$ cat config.mk
export PLATFORM = sky130hd
export DESIGN_NAME = btap_predictor_flat
export DESIGN_NICKNAME = d
export VERILOG_FILES = /design/src/rtl/btap_predictor_if.sv /design/src/rtl/btap_predictor.sv /design/src/flat_wrapper.sv
export SDC_FILE = /design/constraint.sdc
export NUM_CORES = 2
export LEC_CHECK = 0
export CAP_MARGIN = 10
export CORE_AREA = 2 2 572 574
export CTS_CLUSTER_DIAMETER = 120
export DETAILED_ROUTE_END_ITERATION = 16
export DIE_AREA = 0 0 574 576
export PLACE_DENSITY = 0.55
export SYNTH_ARGS = -nofsm -noshare
export SYNTH_HDL_FRONTEND = slang
export SYNTH_SLANG_ARGS = --single-unit
$ cat constraint.sdc
create_clock -name clk -period 7.5 [get_ports clk]
set_input_delay 1.5 -clock clk [delete_from_list [all_inputs] [get_ports clk]]
set_output_delay 1.5 -clock clk [all_outputs]
set_load 0.01 [all_outputs]
$ cat src/rtl/btap_predictor_if.sv
// Fetch/EX-facing bundle of the branch target predictor: the fetch-side read
// (PCF in, prediction out), the EX-side resolution update and the mispredict count.
interface btap_predictor_if #(parameter int CNTW = 16);
  logic [31:0]     PCF;
  logic            PredTakenF;
  logic [31:0]     PredTargetF;
  logic            UpdEn;
  logic [31:0]     UpdPC;
  logic            UpdTaken;
  logic [31:0]     UpdTarget;
  logic            UpdMispred;
  logic [CNTW-1:0] MispredCount;

  modport master (
    output PCF, UpdEn, UpdPC, UpdTaken, UpdTarget, UpdMispred,
    input  PredTakenF, PredTargetF, MispredCount
  );

  modport slave (
    input  PCF, UpdEn, UpdPC, UpdTaken, UpdTarget, UpdMispred,
    output PredTakenF, PredTargetF, MispredCount
  );
endinterface

$ cat src/rtl/btap_predictor.sv
// Direct-mapped 32-entry branch target table with 2-bit direction counters.
// Read is combinational (0 cycles), update lands on the next edge; no backpressure.
module btap_predictor #(
  parameter int ENTRIES = 32,
  parameter int CNTW    = 16
) (
  input  logic               clk,
  input  logic               reset_n,
  btap_predictor_if.slave    bus
);
  localparam int IW = $clog2(ENTRIES);
  localparam int TW = 32 - IW - 2;

  typedef logic [IW-1:0] idx_t;
  typedef logic [TW-1:0] tag_t;

  typedef struct packed {
    logic        valid;
    tag_t        tag;
    logic [31:0] target;
    logic [1:0]  ctr;
  } entry_t;

  localparam entry_t RST_ENT = {1'b0, {TW{1'b0}}, 32'd0, 2'b01};
  localparam logic [CNTW-1:0] CNT_ONE = {{(CNTW-1){1'b0}}, 1'b1};
  localparam logic [CNTW-1:0] CNT_MAX = {CNTW{1'b1}};

  entry_t          tbl [ENTRIES];
  logic [CNTW-1:0] mis_cnt;

  // Fetch-side lookup
  idx_t   ridx;
  entry_t rent;
  logic   rhit;
  logic   rtaken;

  assign ridx   = bus.PCF[IW+1:2];
  assign rent   = tbl[ridx];
  assign rhit   = rent.valid && (rent.tag == bus.PCF[31:IW+2]);
  assign rtaken = rhit && rent.ctr[1];

  assign bus.PredTakenF   = rtaken;
  assign bus.PredTargetF  = rtaken ? rent.target : (bus.PCF + 32'd4);
  assign bus.MispredCount = mis_cnt;

  // EX-side resolution: a miss only allocates on taken, so cold not-taken
  // branches never displace a useful entry.
  idx_t   uidx;
  entry_t uent;
  logic   uhit;
  logic   wr_en;
  entry_t wr_ent;

  assign uidx = bus.UpdPC[IW+1:2];
  assign uent = tbl[uidx];
  assign uhit = uent.valid && (uent.tag == bus.UpdPC[31:IW+2]);

  always_comb begin
    wr_en  = 1'b0;
    wr_ent = uent;
    if (bus.UpdEn) begin
      if (uhit) begin
        wr_en = 1'b1;
        if (bus.UpdTaken) begin
          wr_ent.ctr    = (uent.ctr == 2'b11) ? 2'b11 : uent.ctr + 2'd1;
          wr_ent.target = bus.UpdTarget;
        end else begin
          wr_ent.ctr = (uent.ctr == 2'b00) ? 2'b00 : uent.ctr - 2'd1;
        end
      end else if (bus.UpdTaken) begin
        wr_en         = 1'b1;
        wr_ent.valid  = 1'b1;
        wr_ent.tag    = bus.UpdPC[31:IW+2];
        wr_ent.target = bus.UpdTarget;
        wr_ent.ctr    = 2'b10;
      end
    end
  end

  always_ff @(posedge clk) begin
    if (!reset_n) begin
      for (int i = 0; i < ENTRIES; i++) begin
        tbl[i] <= RST_ENT;
      end
      mis_cnt <= '0;
    end else begin
      if (wr_en) begin
        tbl[uidx] <= wr_ent;
      end
      if (bus.UpdEn && bus.UpdMispred && (mis_cnt != CNT_MAX)) begin
        mis_cnt <= mis_cnt + CNT_ONE;
      end
    end
  end
endmodule

$ cat src/flat_wrapper.sv
// flat-port wrapper written by rule: the top's interface ports become plain ports
module btap_predictor_flat 
#(
  parameter int ENTRIES = 32,
  parameter int CNTW    = 16
)
  (clk, reset_n, bus_PCF, bus_UpdEn, bus_UpdPC, bus_UpdTaken, bus_UpdTarget, bus_UpdMispred, bus_PredTakenF, bus_PredTargetF, bus_MispredCount);
  btap_predictor_if #(.CNTW(CNTW)) bus_i ();
  input  logic clk;
  input  logic reset_n;
  input wire logic [$bits(bus_i.PCF)-1:0] bus_PCF;
  input wire logic [$bits(bus_i.UpdEn)-1:0] bus_UpdEn;
  input wire logic [$bits(bus_i.UpdPC)-1:0] bus_UpdPC;
  input wire logic [$bits(bus_i.UpdTaken)-1:0] bus_UpdTaken;
  input wire logic [$bits(bus_i.UpdTarget)-1:0] bus_UpdTarget;
  input wire logic [$bits(bus_i.UpdMispred)-1:0] bus_UpdMispred;
  output wire logic [$bits(bus_i.PredTakenF)-1:0] bus_PredTakenF;
  output wire logic [$bits(bus_i.PredTargetF)-1:0] bus_PredTargetF;
  output wire logic [$bits(bus_i.MispredCount)-1:0] bus_MispredCount;
  assign bus_i.PCF = bus_PCF;
  assign bus_i.UpdEn = bus_UpdEn;
  assign bus_i.UpdPC = bus_UpdPC;
  assign bus_i.UpdTaken = bus_UpdTaken;
  assign bus_i.UpdTarget = bus_UpdTarget;
  assign bus_i.UpdMispred = bus_UpdMispred;
  assign bus_PredTakenF = bus_i.PredTakenF;
  assign bus_PredTargetF = bus_i.PredTargetF;
  assign bus_MispredCount = bus_i.MispredCount;
  btap_predictor #(.ENTRIES(ENTRIES), .CNTW(CNTW)) u_core (.clk(clk), .reset_n(reset_n), .bus(bus_i));
endmodule
==> qor.csv <==
metric;value;unit
r2r endpoint;u_core.tbl[16][15]$_SDFFCE_PN0P_;
Final Util;36.4;%
Sw Ratio;26.8;%
DR pass1 iterations;6;
# H-tree levels;4;
CP Max Fanout;39;
Layout area overhead;18.2;%
worst vdd ir;190;uV
Post-synth EDFFs;1920;
Nets;7582;
Final Cycle Share;99.5;%
status;complete, no violations;
core area;325000;um^2
# setup viols final;0;
HP Start;u_core.bus.MispredCount[9]$_SDFFE_PN0P_;
ys flop type;edfxtp_1;
Tot Pwr;26.8;mW
Rel. slew slack;25.4;%
Worst-path clk slew;0.06;ns
Ys Warns;0;
first-pass GRT wire length;591000;um
Sequential Power Share;46.5;%
syn_nets;7379;
FMAX;0.134;GHz
RSZ-0062 raised after global routing;false;
antenna viol nets, final;0;
Boundary Pins;150;
Sw Pwr;7.19;mW
FF-to-FF setup slack;2.21;ns
DR WL/cell;36.5;um
leading cell type in the layout, fill and taps excluded;edfxtp_1;
Clock Power Share;39.6;%
gp weighted congestion;0.945;
input/output buffers;147;
TNS Setup;0;ns
TritonCTS clock tree;yes;
Die Footprint;331000;um^2
WP data required;6.00;ns
Initial Util;30.8;%
crit-path cells;clkbuf_8, buf_4, buf_4, mux4_2, nand2_1, a32oi_1, nand4b_1, nor4_4, buf_12, buf_4, nor3_1, or3_1, buf_4;
R2R depth;12;
startpoint types;input pin;
WHS;0.514;ns
overall routed net length;438000;um
Min-Delay Path Class;reg -> reg;
GR Overflow Total;0;
Pleak;41.5;nW
Setup CP Type;in -> out;
Async SR Flop Fraction;0;%
Inserted Clock Buffers;216;
placed inst area;111000;um^2
Max stage delay on crit path;0.83;ns
fin worst setup slack;0.0342;ns
Cells after DPL;11596;
Hold Path Stages;2;
Avg Cell Area, Syn;13.8;um^2
Comb pwr share;13.9;%
cell-internal power;19.6;mW
vias post-DR;73138;
DRT iter0 DRCs;11552;
chip width;574;um
Die Ht;576;um
Synth cell types;73;
slowest CP cell;buf_4;
max-cap check violation count;0;
CTS Sinks;1936;
number of global-route vias before repair;71675;
Via-to-Cell Ratio;6.09;
Crit. End Element;output port;
synthesized area;100000;um^2
worst r2r src;u_core.tbl[19][39]$_SDFFCE_PN0P_;
commonest non-fill, non-tap cells in the layout;edfxtp_1 (1920), nor2_1 (1895), mux4_2 (778), mux2i_1 (568), buf_4 (384);
Clk Latency, worst-skew pair;0.95;ns
drt drc;0;
WP data arrival;5.97;ns
Layout Cells excl Fill;12006;
Final Cell Area;118000;um^2
Slew Limit Fails;0;
fillers;31113;
clk_skew;0.111;ns
largest net degree at the start of global routing;112;
P per Cell Area;226;nW/um^2
Hold Path End;u_core.bus.MispredCount[9]$_SDFFE_PN0P_;
GRT Total Usage;25.7;%
Worst-Margin Slew;1.12;ns
final hold viol count;0;
share of cells above drive strength 1;24.8;%
Period minus WS final;7.47;ns
clock buffer depth;4;
Synth Register Bits;1936;
root buffer cell;clkbuf_16;
Rows;210;
cells after synthesis;7276;
register area share after synthesis;57.8;%
Place WS;-0.767;ns
initial antenna violation count;22;
most used cell, CP;buf_4;
detailed placement HPWL;272000;um
==> routing by layer <==
metal  vias to the layer above  track usage [%]  part of all wire (%)
li1                      28103                -                     -
met1                     38104             33.0                    36
met5                         -                0                 0.013
met3                      1257             6.37                    12
met2                      5666             39.4                    45
met4                         8             14.8                   6.8
==> flip-flops by register name (all words and copies together), names as in the netlist <==
name	cells
u_core.tbl	1920
u_core.bus.MispredCount	16
==> power by group through the flow <==
stage	clock, mW	sequential (mW)	combinational [mW]
2_1_floorplan	0	12.6	1.95
3_3_place_gp	0	12.6	3.60
3_5_place_dp	0	12.7	3.61
4_1_cts	10.7	12.4	3.63
5_1_grt	11.1	12.5	3.80
6_report	10.6	12.4	3.72
==> critical path, delay by kind of cell <==
family | cells | cell delay (ns)
buffers and inverters | 6 | 2.10
AND/OR/NAND/NOR | 5 | 1.25
AO/OA/AOI/OAI | 1 | 0.57
multiplexers | 1 | 0.43
==> logic make-up after synthesis <==
family	after synthesis	synth area share, %
DFF	1936	57.8
AOI/OAI and AO/OA	548	3.67
xor gates and xnor gates	72	0.629
buffers and inverters	817	3.87
muxes	1401	23.7
and+or+nand+nor	2499	10.2
adders and majority gates	3	0.0349
==> how the worst max path moves through the flow <==
stage               cells after the start       start  slack [ns]                   to
CTS                                    16  bus_PCF[3]        0.01   bus_PredTargetF[2]
global placement                       17  bus_PCF[3]       -0.80   bus_PredTargetF[2]
detailed placement                     17  bus_PCF[3]       -0.77   bus_PredTargetF[2]
global route                           15  bus_PCF[2]       0.006  bus_PredTargetF[30]
floorplan                              16  bus_PCF[3]        1.08  bus_PredTargetF[10]
finish                                 13  bus_PCF[4]        0.03   bus_PredTargetF[6]
==> what timing repair did <==
action | in CTS | in global routing
setup endpoints to repair | 33 | 27
hold buffers | 0 | 0
buffers inserted | 4 | 0
gates resized for setup | 14 | 9
pin swaps | 0 | 1
cloned | 1 | 3
==> Yosys cell counts, drive strengths merged, types with 11 or more instances <==
master,count,area share (%)
dfxtp,16,0.32
o21ai,70,0.35
nand4,37,0.24
nand3,51,0.25
o22ai,194,1.2
xor2,48,0.42
nor2,1901,7.1
nor4,58,0.37
edfxtp,1920,58
xnor2,24,0.21
o2111ai,12,0.10
inv,49,0.18
o211ai,16,0.12
nor2b,20,0.12
buf,310,2.0
nand2,275,1.0
or2,36,0.22
mux2i,596,6.0
a21oi,58,0.29
mux2,27,0.30
mux4,778,17
a31oi,17,0.11
a22o,18,0.16
and3,29,0.18
and2,23,0.15
or3,18,0.11
a221oi,38,0.33
a22oi,68,0.51
nor3,11,0.060
clkbuf,455,1.7
==> final cells by class <==
class	instances	area, um^2	area share, %
clock buffers	259	5570	4.70
diodes	7	17.5	0.0148
repair buffers	750	8910	7.52
multi-input cells	4523	39000	33.0
inverters	52	208	0.175
clock inverters	133	1280	1.08
flip-flops and latches	1936	58000	48.9
well taps	4346	5440	4.59
Power figures use the tool's default switching activity.
